### config.mk
export PLATFORM = sky130hd
export DESIGN_NAME = wide_add_seq
export DESIGN_NICKNAME = d
export VERILOG_FILES = /design/src/rtl/wide_add_seq_pkg.sv /design/src/rtl/wide_add_seq_lf_add16.sv /design/src/rtl/wide_add_seq.sv
export SDC_FILE = /design/constraint.sdc
export NUM_CORES = 1
export LEC_CHECK = 0
export CAP_MARGIN = 30
export CORE_MARGIN = 3
export CORE_UTILIZATION = 56
export DETAILED_ROUTE_END_ITERATION = 8
export PLACE_DENSITY = 0.86
export SETUP_SLACK_MARGIN = 0.4
export SLEW_MARGIN = 10
export SYNTH_ARGS = -nofsm -noshare
export SYNTH_HDL_FRONTEND = slang
export SYNTH_SLANG_ARGS = --single-unit
### constraint.sdc
create_clock -name clk -period 6.5 [get_ports clk]
set_clock_uncertainty 0.05 [all_clocks]
set_input_delay 0.975 -clock clk [delete_from_list [all_inputs] [get_ports clk]]
set_output_delay 0.975 -clock clk [all_outputs]
set_load 0.02 [all_outputs]
### src/rtl/wide_add_seq_pkg.sv
// Shared definitions for the word-serial wide adder: FSM states and
// default geometry (16-bit slice, four words per operand).
package wide_add_seq_pkg;

    localparam int WORD_W_DEF = 16;
    localparam int NWORDS_DEF = 4;

    typedef enum logic [1:0] {
        IDLE = 2'd0,
        RUN  = 2'd1,
        DONE = 2'd2
    } state_t;

endpackage

### src/rtl/wide_add_seq_lf_add16.sv
// Combinational 16-bit Ladner-Fischer prefix adder. Generate/propagate
// pairs are combined in log2(16)=4 levels; carry-in enters at the end as
// the group-generate of the virtual bit -1.
module lf_add16 (
    input  logic [15:0] a,
    input  logic [15:0] b,
    input  logic        cin,
    output logic [15:0] sum,
    output logic        cout
);

    localparam int N  = 16;
    localparam int LV = 4;

    logic [N-1:0] g0;
    logic [N-1:0] p0;
    logic [N-1:0] pre_g;
    logic [N-1:0] pre_p;
    logic [N:0]   carry;

    // Prefix tree: at level l, every bit whose l-th index bit is set absorbs
    // the group ending just below its 2^l-aligned block.
    always_comb begin
        logic [N-1:0] g_cur;
        logic [N-1:0] p_cur;
        logic [N-1:0] g_nxt;
        logic [N-1:0] p_nxt;
        int           j;
        g_cur = g0;
        p_cur = p0;
        g_nxt = g0;
        p_nxt = p0;
        j     = 0;
        for (int l = 0; l < LV; l++) begin
            g_nxt = g_cur;
            p_nxt = p_cur;
            for (int i = 0; i < N; i++) begin
                if (((i >> l) & 1) == 1) begin
                    j = ((i >> l) << l) - 1;
                    g_nxt[4'(i)] = g_cur[4'(i)] | (p_cur[4'(i)] & g_cur[4'(j)]);
                    p_nxt[4'(i)] = p_cur[4'(i)] & p_cur[4'(j)];
                end
            end
            g_cur = g_nxt;
            p_cur = p_nxt;
        end
        pre_g = g_cur;
        pre_p = p_cur;
    end

    assign carry[0] = cin;

    generate
        for (genvar gi = 0; gi < N; gi++) begin : g_bit
            assign g0[gi]      = a[gi] & b[gi];
            assign p0[gi]      = a[gi] ^ b[gi];
            assign carry[gi+1] = pre_g[gi] | (pre_p[gi] & cin);
            assign sum[gi]     = p0[gi] ^ carry[gi];
        end
    endgenerate

    assign cout = carry[N];

endmodule

### src/rtl/wide_add_seq.sv
// Word-serial wide adder/subtractor: one 16-bit prefix-adder slice is
// time-shared over NWORDS cycles, with a registered carry between words.
// Results land in an internal accumulator and are published atomically.
module wide_add_seq
    import wide_add_seq_pkg::*;
#(
    parameter int NWORDS = NWORDS_DEF,
    parameter int WORD_W = WORD_W_DEF
) (
    input  logic                     clk,
    input  logic                     rst,
    input  logic                     start,
    input  logic [NWORDS*WORD_W-1:0] a,
    input  logic [NWORDS*WORD_W-1:0] b,
    input  logic                     cin,
    input  logic                     sub,
    output logic                     busy,
    output logic                     done,
    output logic [NWORDS*WORD_W-1:0] sum,
    output logic                     cout,
    output logic                     ovf
);

    localparam int OPW = NWORDS * WORD_W;
    localparam int KW  = (NWORDS > 1) ? $clog2(NWORDS) : 1;

    state_t              state_reg;
    state_t              state_next;
    logic [OPW-1:0]      a_reg;
    logic [OPW-1:0]      b_reg;
    logic [OPW-1:0]      acc_reg;
    logic [OPW-1:0]      acc_next;
    logic [OPW-1:0]      sum_reg;
    logic                carry_reg;
    logic                cout_reg;
    logic                ovf_reg;
    logic [KW-1:0]       k_reg;
    logic                last_word;

    logic [WORD_W-1:0]   a_words [NWORDS];
    logic [WORD_W-1:0]   b_words [NWORDS];
    logic [WORD_W-1:0]   slice_a;
    logic [WORD_W-1:0]   slice_b;
    logic [WORD_W-1:0]   slice_sum;
    logic                slice_cout;

    // Split latched operands into words; merge the current slice result
    // into the accumulator image that becomes the published sum.
    generate
        for (genvar gi = 0; gi < NWORDS; gi++) begin : g_word
            assign a_words[gi] = a_reg[gi*WORD_W +: WORD_W];
            assign b_words[gi] = b_reg[gi*WORD_W +: WORD_W];
            assign acc_next[gi*WORD_W +: WORD_W] =
                (k_reg == KW'(gi)) ? slice_sum : acc_reg[gi*WORD_W +: WORD_W];
        end
    endgenerate

    assign slice_a   = a_words[k_reg];
    assign slice_b   = b_words[k_reg];
    assign last_word = (k_reg == KW'(NWORDS - 1));

    lf_add16 u_add (
        .a    (slice_a),
        .b    (slice_b),
        .cin  (carry_reg),
        .sum  (slice_sum),
        .cout (slice_cout)
    );

    // State register.
    always_ff @(posedge clk) begin
        if (rst) begin
            state_reg <= IDLE;
        end else begin
            state_reg <= state_next;
        end
    end

    // Next-state and status decode; start only matters in IDLE.
    always_comb begin
        state_next = state_reg;
        busy       = 1'b0;
        done       = 1'b0;
        case (state_reg)
            IDLE: begin
                if (start) begin
                    state_next = RUN;
                end
            end
            RUN: begin
                busy = 1'b1;
                if (last_word) begin
                    state_next = DONE;
                end
            end
            DONE: begin
                done       = 1'b1;
                state_next = IDLE;
            end
            default: begin
                state_next = IDLE;
            end
        endcase
    end

    // Operand capture, word-serial accumulation and atomic result update.
    always_ff @(posedge clk) begin
        if (rst) begin
            a_reg     <= '0;
            b_reg     <= '0;
            acc_reg   <= '0;
            sum_reg   <= '0;
            carry_reg <= 1'b0;
            cout_reg  <= 1'b0;
            ovf_reg   <= 1'b0;
            k_reg     <= '0;
        end else begin
            case (state_reg)
                IDLE: begin
                    if (start) begin
                        a_reg     <= a;
                        b_reg     <= sub ? ~b : b;
                        carry_reg <= sub ? 1'b1 : cin;
                        acc_reg   <= '0;
                        k_reg     <= '0;
                    end
                end
                RUN: begin
                    acc_reg   <= acc_next;
                    carry_reg <= slice_cout;
                    k_reg     <= k_reg + 1'b1;
                    if (last_word) begin
                        sum_reg  <= acc_next;
                        cout_reg <= slice_cout;
                        // Signed overflow: operands agree in sign, result differs.
                        ovf_reg  <= (a_reg[OPW-1] == b_reg[OPW-1]) &&
                                    (slice_sum[WORD_W-1] != a_reg[OPW-1]);
                    end
                end
                default: begin
                end
            endcase
        end
    end

    assign sum  = sum_reg;
    assign cout = cout_reg;
    assign ovf  = ovf_reg;

endmodule

==> impl_metrics.py, run 1 <==
metrics = {
    "placement": {
        "placed_area_um2": 12640,
        "dp_slack_ps": 2807,
        "port_buffers": 200,
        "gp_congestion": 0.9074,
        "dp_hpwl_um": 19500,
    },
    "critical_path": {
        "crit_type": "reg2out",
        "crit_arrival_ps": 2810,
        "cp_max_fo": 21,
        "worst_setup_path_end_kind": "primary output",
        "slowest_stage": "nand2b_1",
        "crit_required_ps": 5470,
        "r2r_cells": 8,
        "slowest_delay_ps": 710,
        "start_kind": "flop",
        "path_cells": "nand2b_1, inv_1, clkdlybuf4s50_1",
    },
    "finish": {
        "syn2layout_area_growth_pct": 26.72,
        "antenna-diode-count": 0,
        "layout-drive-gt1-share": 0.08139,
        "post-route-util": 0.7378,
        "layout_commonest_cell": "dfxtp_1",
        "most-common-layout-cells": "dfxtp_1 (245), clkdlybuf4s50_1 (198), nand2_1 (186)",
        "final_area_um2": 13520,
        "fillers": 1291,
        "fin_nets": 1463,
    },
    "route": {
        "ant_nets": 0,
        "drt_first_pass_iters": 5,
        "viasPerCell": 5.900,
        "routedWlPerCell_um": 18.57,
        "vias": 9180,
        "remaining_drc_errors": 0,
        "drt_iter0_drc": 1170,
        "drt-total-wl_um": 28900,
    },
    "global_routing": {
        "met3_usage": 0.04497,
        "grt.busiest_layer": "met2",
        "antenna_found_initial": 1,
        "grt_max_degree": 106,
        "grt_pass1_wl_um": 45730,
        "grt_pass1_vias": 8740,
        "overflow": 0,
        "grt_use_met1": 0.3840,
        "grtUsageTotal": 0.2726,
        "use_met2": 0.4385,
    },
    "power": {
        "ir_drop_mv": 0.1797,
        "power_density_nw_per_um2": 267.5,
        "p_leak_nw": 5.020,
    },
    "min_path": {
        "hold_path.class": "reg2reg",
        "min_path_cells": 2,
    },
    "synthesis": {
        "yosysUniqueCellTypes": 43,
        "syn_inst": 1169,
        "synth_nets": 1323,
        "ys_seq_area_frac": 0.4633,
        "synth-edff-count": 0,
        "ys.flop_type": "dfxtp_1",
        "synthArstFlopShare": 0,
        "syn_avg_cell_area_um2": 9.130,
        "netlist_area_um2": 10670,
        "synth-seq-cells": 247,
        "synth_warnings": 0,
    },
    "clock_tree": {
        "post_cts_resized": 0,
        "h-tree-depth": 1,
        "cts_tree": "yes",
        "clk_pin_slew_worst_paths_ps": 60,
        "ctsHoldBuffers": 0,
        "numClockSinks": 247,
        "cts-root-buf": "clkbuf_16",
        "clkLatencyLatePin_ps": 510,
        "cts_buffers": 24,
        "cts_buffer_depth": 3,
        "post_cts_buffers": 0,
    },
    "sta": {
        "slew_violations": 0,
        "finalHoldViolCount": 0,
        "period_needed_ps": 3832,
        "fin_crit_sh": 0.5895,
        "tightest_slew_ps": 928.6,
        "layout_setup_ws_ps": 2668,
        "finalSetupViolCount": 0,
        "whs_ps": 389.7,
        "rsz0062_at_grt": "no",
        "clock.fmax_mhz": 261.0,
        "slew_headroom": 0.3809,
        "fin_tns_setup_ps": 0,
    },
    "floorplanning": {
        "ios": 201,
        "start_util": 0.5822,
        "coreArea_um2": 18330,
        "die_h_um": 144.1,
        "die_area_um2": 20750,
        "placementRows": 49,
        "die_w_um": 144.1,
    },
    "run_status": {
        "status": "finished clean",
    },
    "run": {
        "drv_cap": 0,
    },
}
[per-layer routing]
metal | share of wire | vias up
li1 | - | 4357
met1 | 0.42 | 4328
met2 | 0.47 | 436
met3 | 0.075 | 57
met4 | 0.032 | 2
met5 | 0.00048 | -
[area by class of cell]
| class | instances | area, um^2 | area share |
|---|---|---|---|
| clock inverters | 10 | 102.6 | 0.007586 |
| inverters | 8 | 30.03 | 0.002220 |
| flip-flops and latches | 247 | 4947 | 0.3658 |
| well taps | 229 | 286.5 | 0.02119 |
| multi-input cells | 813 | 5298 | 0.3917 |
| clock buffers | 34 | 699.4 | 0.05172 |
| repair buffers | 215 | 2161 | 0.1598 |
[where the power goes]
group | internal, mW | switching [mW] | total [mW]
combinational | 0.249 | 0.325 | 0.573
sequential | 1.59 | 0.0522 | 1.64
clock | 0.829 | 0.577 | 1.41
[per-stage QoR]
stage,power (mW),cells
after global placement,2.210,1508
after global routing,3.753,1556
after floorplan,2.019,1169
after detailed placement,2.225,1508
final,3.618,1556
after CTS,3.610,1552
[cells in the mapped netlist, types with 7 or more instances]
master | instances | area (um^2)
a21oi_1 | 100 | 500.5
buf_1 | 13 | 48.80
and3_1 | 7 | 43.79
a211oi_1 | 65 | 488.0
mux2i_1 | 15 | 150.1
o21ai_0 | 49 | 245.2
mux4_2 | 32 | 720.7
nand2_1 | 187 | 701.9
buf_2 | 24 | 120.1
dfxtp_1 | 247 | 4945
ha_1 | 20 | 250.2
nor3_1 | 10 | 50.05
xnor2_1 | 69 | 604.3
a21o_1 | 11 | 82.58
clkbuf_1 | 62 | 232.7
a32oi_1 | 12 | 105.1
a22oi_1 | 27 | 202.7
a22o_1 | 25 | 219.0
xor2_1 | 8 | 70.07
nor2_1 | 144 | 540.5
[cell families after synthesis]
group,count (synthesis),synth area share
buffers and inverters,109,0.04185
adder cells (fa/ha/maj),21,0.02532
AND/OR/NAND/NOR,357,0.1324
multiplexers,47,0.08159
AO/OA/AOI/OAI,310,0.1909
flip-flops,247,0.4633
XOR/XNOR,78,0.06471
[worst max-delay path, delay by kind of cell, from the launching register on]
| kind | cells | cell delay, ps |
|---|---|---|
| and+or+nand+nor | 1 | 710 |
| buffers and inverters | 2 | 1220 |
| DFF | 1 | 350 |
[final timing paths]
path                start      end  slack (ps)
max          state_reg[1]     busy        2670
min                   ovf      ovf         390
max reg2reg      k_reg[0]  sum[39]        2790
min reg2reg           ovf      ovf         390
Note: power is estimated with default switching activity, not from simulation.
==> run 2: changes to the inputs <==
Settings changed: CORE_UTILIZATION 56 to 52, PLACE_DENSITY 0.86 to 0.81.
Clock period 6.5 ns to 3.66 ns, I/O delays scaled along.
==> run 2 against run 1 <==
Design area up 1.8%. Sequential share of layout area shrank 0.66 points. Sequential power is 77% higher. Via count rose by 0.39%. Clock power up 87%. Flip-flop and latch count did not move. Critical path depth increased by 6. First-iteration DRC count decreased by 31%. Combinational power grew 85%. Worst hold slack improved by 7.2 ps. Worst setup slack worse by 2100 ps. Register-to-register slack worse by 2300 ps.
==> impl_metrics.py, run 2 (synthesis gave the netlist of run 1 again) <==
metrics = {
    "min_path": {
        "hold_path.class": "reg2reg",
        "min_from": "sum[60]",
        "min_to": "sum[60]",
        "min_path_cells": 1,
    },
    "floorplanning": {
        "placementRows": 51,
        "coreArea_um2": 19780,
        "die_h_um": 149.3,
        "start_util": 0.5395,
        "die_area_um2": 22280,
        "ios": 201,
        "die_w_um": 149.3,
    },
    "power": {
        "intPower_mw": 4.882,
        "ir_drop_mv": 0.3050,
        "switchingPower_mw": 1.710,
        "switching_share": 0.2594,
        "comb_power_share": 0.161,
        "power.share.clock": 0.398,
        "p_seq_frac": 0.440,
        "power_density_nw_per_um2": 478.6,
        "p_leak_nw": 5.133,
    },
    "sta": {
        "slew_violations": 0,
        "fin_tns_setup_ps": 0,
        "rsz0062_at_grt": "yes",
        "slew_headroom": 0.4589,
        "period_needed_ps": 3132,
        "finalHoldViolCount": 0,
        "tightest_slew_ps": 805.9,
        "fin_crit_sh": 0.8556,
        "finalSetupViolCount": 0,
        "clock.fmax_mhz": 319.3,
    },
    "clock_tree": {
        "ctsHoldBuffers": 0,
        "cts_tree": "yes",
        "clk_pin_slew_worst_paths_ps": 60,
        "clkLatencyLatePin_ps": 520,
        "post_cts_buffers": 0,
        "numClockSinks": 247,
        "cts_buffers": 26,
        "cts_buffer_depth": 3,
        "cts-root-buf": "clkbuf_16",
        "h-tree-depth": 1,
        "post_cts_resized": 0,
    },
    "global_routing": {
        "grtUsageTotal": 0.2581,
        "overflow": 0,
        "grt_pass1_vias": 8815,
        "grt_max_degree": 99,
        "grt_pass1_wl_um": 46630,
        "antenna_found_initial": 0,
    },
    "critical_path": {
        "slowest_delay_ps": 560,
        "path_delay_family": "multiplexers",
        "r2r_end": "sum[36]",
        "crit_required_ps": 4040,
        "start_kind": "flop",
        "worst_setup_path_end_kind": "flop",
        "path_cells": "buf_12, mux4_2, ha_1, o21ai_1, o21bai_2, a21oi_4, xnor2_1, mux2i_1, o21ai_0",
        "crit_arrival_ps": 3520,
        "crit_buf_inv": 1,
        "cp_max_fo": 13,
        "crit_type": "reg2reg",
        "rr_startpoint": "k_reg[0]",
        "slowest_stage": "xnor2_1",
        "r2r_slack_ps": 530,
        "r2r_cells": 9,
    },
    "finish": {
        "fillers": 1468,
        "layout_commonest_cell": "dfxtp_1",
        "layout-drive-gt1-share": 0.09240,
        "most-common-layout-cells": "dfxtp_1 (245), clkdlybuf4s50_1 (198), nand2_1 (186)",
        "fin_nets": 1479,
        "antenna-diode-count": 0,
        "syn2layout_area_growth_pct": 29.05,
        "post-route-util": 0.6963,
    },
    "route": {
        "drt-total-wl_um": 29220,
        "routedWlPerCell_um": 18.18,
        "remaining_drc_errors": 0,
        "drt_iter0_drc": 804,
        "drt_first_pass_iters": 9,
        "viasPerCell": 5.735,
        "ant_nets": 0,
        "vias": 9216,
    },
    "placement": {
        "gp_congestion": 0.8583,
        "dp_hpwl_um": 20100,
        "port_buffers": 200,
    },
    "run_status": {
        "status": "finished clean",
    },
    "run": {
        "drv_cap": 0,
    },
}
-- run 2: changes by cell type in the layout (fill, tap and decap cells not counted), sizes merged --
cell | before | now
clkinv | 9 | 7
buf | 17 | 31
clkbuf | 34 | 38
clkinvlp | 1 | 0
-- run 2: per-stage QoR --
stage	hold WS (ps)	setup WS, ps	total power, mW	instance area [um^2]	instances
finish	396.9	528.4	6.592	13770	1607
floorplan	374.9	493.9	3.586	10670	1169
global placement	385.6	698.0	3.965	12860	1560
detailed placement	388.0	630.2	3.987	12860	1560
global route	420.1	346.3	6.823	13770	1607
CTS	401.3	603.0	6.583	13720	1605
-- run 2: area by class of cell --
| cell class | instances | area [um^2] | area share |
|---|---|---|---|
| timing repair buffer | 229 | 2297 | 0.1668 |
| multi-input combinational | 813 | 5305 | 0.3852 |
| tap | 265 | 331.6 | 0.02407 |
| sequential | 247 | 4947 | 0.3592 |
| clock inverter | 7 | 85.08 | 0.006177 |
| inverter | 8 | 30.03 | 0.002180 |
| clock buffer | 38 | 777.0 | 0.05641 |
-- run 2: worst max path at each step --
stage / slack [ps] / start / end / depth (start not counted)
3_3_place_gp: 700 / k_reg[0] / sum[39] / 9
3_5_place_dp: 630 / k_reg[0] / sum[36] / 9
5_1_grt: 350 / k_reg[0] / sum[20] / 9
6_report: 530 / k_reg[0] / sum[36] / 9
2_1_floorplan: 490 / k_reg[0] / sum[23] / 10
4_1_cts: 600 / k_reg[0] / sum[36] / 9
-- run 2: layer usage --
metal / GRT usage / wire length, um
met2: 0.4236 / 14130
met1: 0.3604 / 12080
met3: 0.03434 / 2256
met5: 0 / 0
met4: 0.07140 / 746
-- run 2: power groups by stage --
stage	combinational, mW	clock, mW	sequential (mW)
global placement	1.01	0	2.95
global route	1.15	2.76	2.92
floorplan	0.667	0	2.92
detailed placement	1.03	0	2.96
CTS	1.04	2.64	2.90
finish	1.06	2.63	2.90
==> run 3: changes to the inputs <==
Settings changed: CORE_UTILIZATION 52 to 60, DONT_BUFFER_PORTS set to 1, PLACE_DENSITY 0.81 to 0.77.
==> run 3 against run 2 <==
Cell count down 16%. Wire length decreased by 11%. Critical path depth shrank 1. Utilization decreased by 3.1 points. Die area shrank 13%. Clock-buffer cell count is 5 higher. Non-clock buffer count is 209 lower. Via count down 11%. First-iteration DRC count decreased by 1.6%. Design area decreased by 16%. Critical path type unchanged. Critical endpoint is now sum[23].
==> impl_metrics.py, run 3 (synthesis gave the netlist of run 1 again) <==
metrics = {
    "sta": {
        "fin_tns_setup_ps": 0,
        "clock.fmax_mhz": 323.5,
        "tightest_slew_ps": 985.1,
        "finalSetupViolCount": 0,
        "slew_violations": 0,
        "finalHoldViolCount": 0,
        "rsz0062_at_grt": "yes",
        "period_needed_ps": 3091,
        "fin_crit_sh": 0.8446,
        "whs_ps": 71.11,
        "slew_headroom": 0.3389,
    },
    "global_routing": {
        "grt_max_degree": 172,
        "antenna_found_initial": 1,
        "grt_pass1_vias": 7749,
        "grtUsageTotal": 0.2567,
        "grt_pass1_wl_um": 41310,
        "overflow": 0,
    },
    "route": {
        "drt_iter0_drc": 791,
        "routedWlPerCell_um": 19.12,
        "drt_first_pass_iters": 5,
        "wl_met3_um": 2140,
        "drt-total-wl_um": 25950,
        "highest_layer": "met5",
        "ant_nets": 0,
        "met1Wirelength_um": 11090,
        "vias": 8185,
        "dr_wl_met2_um": 11860,
        "remaining_drc_errors": 0,
        "viasPerCell": 6.032,
    },
    "clock_tree": {
        "cts_tree": "yes",
        "cts_buffer_depth": 3,
        "numClockSinks": 247,
        "ctsHoldBuffers": 0,
        "cts_buffers": 25,
        "post_cts_buffers": 0,
        "cts-root-buf": "clkbuf_16",
        "clkLatencyLatePin_ps": 520,
        "h-tree-depth": 1,
        "clk_pin_slew_worst_paths_ps": 60,
    },
    "critical_path": {
        "rr_startpoint": "k_reg[0]",
        "r2r_cells": 8,
        "r2r_end": "sum[23]",
        "crit_end": "sum[23]",
        "startpoint": "k_reg[0]",
        "worst_setup_path_end_kind": "flop",
        "path_cells": "mux4_2, ha_1, a211oi_1, o21bai_2, a21oi_4, o21bai_1, xor2_2, a31o_2",
        "cp_max_fo": 12,
        "r2r_slack_ps": 570,
        "crit_arrival_ps": 3490,
        "slowest_stage": "mux4_2",
        "slowest_delay_ps": 600,
        "crit_required_ps": 4060,
        "crit_type": "reg2reg",
        "start_kind": "flop",
    },
    "floorplanning": {
        "die_w_um": 139.4,
        "start_util": 0.6149,
        "die_h_um": 139.4,
        "die_area_um2": 19420,
        "ios": 201,
        "coreArea_um2": 17360,
        "placementRows": 48,
    },
    "finish": {
        "antenna-diode-count": 0,
        "most-common-layout-cells": "dfxtp_1 (245), nand2_1 (186), nor2_1 (144)",
        "ff_latch_area_um2": 4947,
        "fillers": 1411,
        "multi_input_area_um2": 5328,
        "syn2layout_area_growth_pct": 8.253,
        "fin_nets": 1269,
        "layout-drive-gt1-share": 0.09806,
        "layout_commonest_cell": "dfxtp_1",
    },
    "min_path": {
        "hold_path.class": "in2reg",
    },
    "placement": {
        "gp_congestion": 0.8298,
        "port_buffers": 0,
        "dp_hpwl_um": 17900,
    },
    "power": {
        "power_density_nw_per_um2": 533.9,
        "ir_drop_mv": 0.5657,
        "p_leak_nw": 4.289,
    },
    "run_status": {
        "status": "finished clean",
    },
    "run": {
        "drv_cap": 0,
    },
}
## run 3: critical path: cells and delay by family, from the launching register on
kind | cells | cell delay, ps
mux | 1 | 600
fa+ha+maj | 1 | 340
xor+xnor | 1 | 350
flops | 1 | 560
compound gates | 5 | 1130
## run 3: routing by layer
metal  track usage  vias up
li1              -     3985
met1        0.3610     3812
met2        0.4025      329
met3       0.05120       57
met4       0.07981        2
met5             0        -
## run 3: area by class of cell
class | count | share of cell area
repair buffers | 20 | 0.01516
well taps | 225 | 0.02437
clock buffers | 43 | 0.06779
clock inverters | 1 | 0.0007581
flip-flops and latches | 247 | 0.4282
inverters | 8 | 0.002599
multi-input cells | 813 | 0.4611
## run 3: worst min path at each step
| stage | startpoint | endpoint | depth (start not counted) |
|---|---|---|---|
| final | rst | b_reg[57] | 1 |
| after floorplan | acc_reg[22] | acc_reg[22] | 2 |
| after detailed placement | a_reg[33] | a_reg[33] | 2 |
| after global placement | a_reg[34] | a_reg[34] | 2 |
| after global routing | rst | b_reg[57] | 1 |
| after CTS | rst | b_reg[58] | 1 |
## run 3: timing repair
item                       4_1_cts  5_1_grt
pin swaps                        0        0
cloned                           0        0
gates resized for setup          1        3
setup endpoints to repair        3        8
## run 3: where the power goes
group	total (mW)	internal (mW)	switching (mW)	leakage [nW]
clock network	2.43	1.44	0.990	0.388
logic	0.841	0.331	0.509	1.88
registers	2.90	2.82	0.0792	2.02
total	6.17	4.59	1.58	4.29
## run 3: per-stage QoR
step / power, mW / cells / utilization / instance area [um^2] / worst slack, ps
2_1_floorplan: 3.586 / 1169 / - / 10670 / 493.9
3_3_place_gp: 3.758 / 1313 / 0.6183 / 10730 / 485.5
3_5_place_dp: 3.779 / 1313 / 0.6183 / 10730 / 425.5
4_1_cts: 6.187 / 1357 / 0.6644 / 11530 / 480.7
5_1_grt: 6.409 / 1357 / 0.6657 / 11550 / 383.0
6_report: 6.168 / 1357 / 0.6657 / 11550 / 568.6
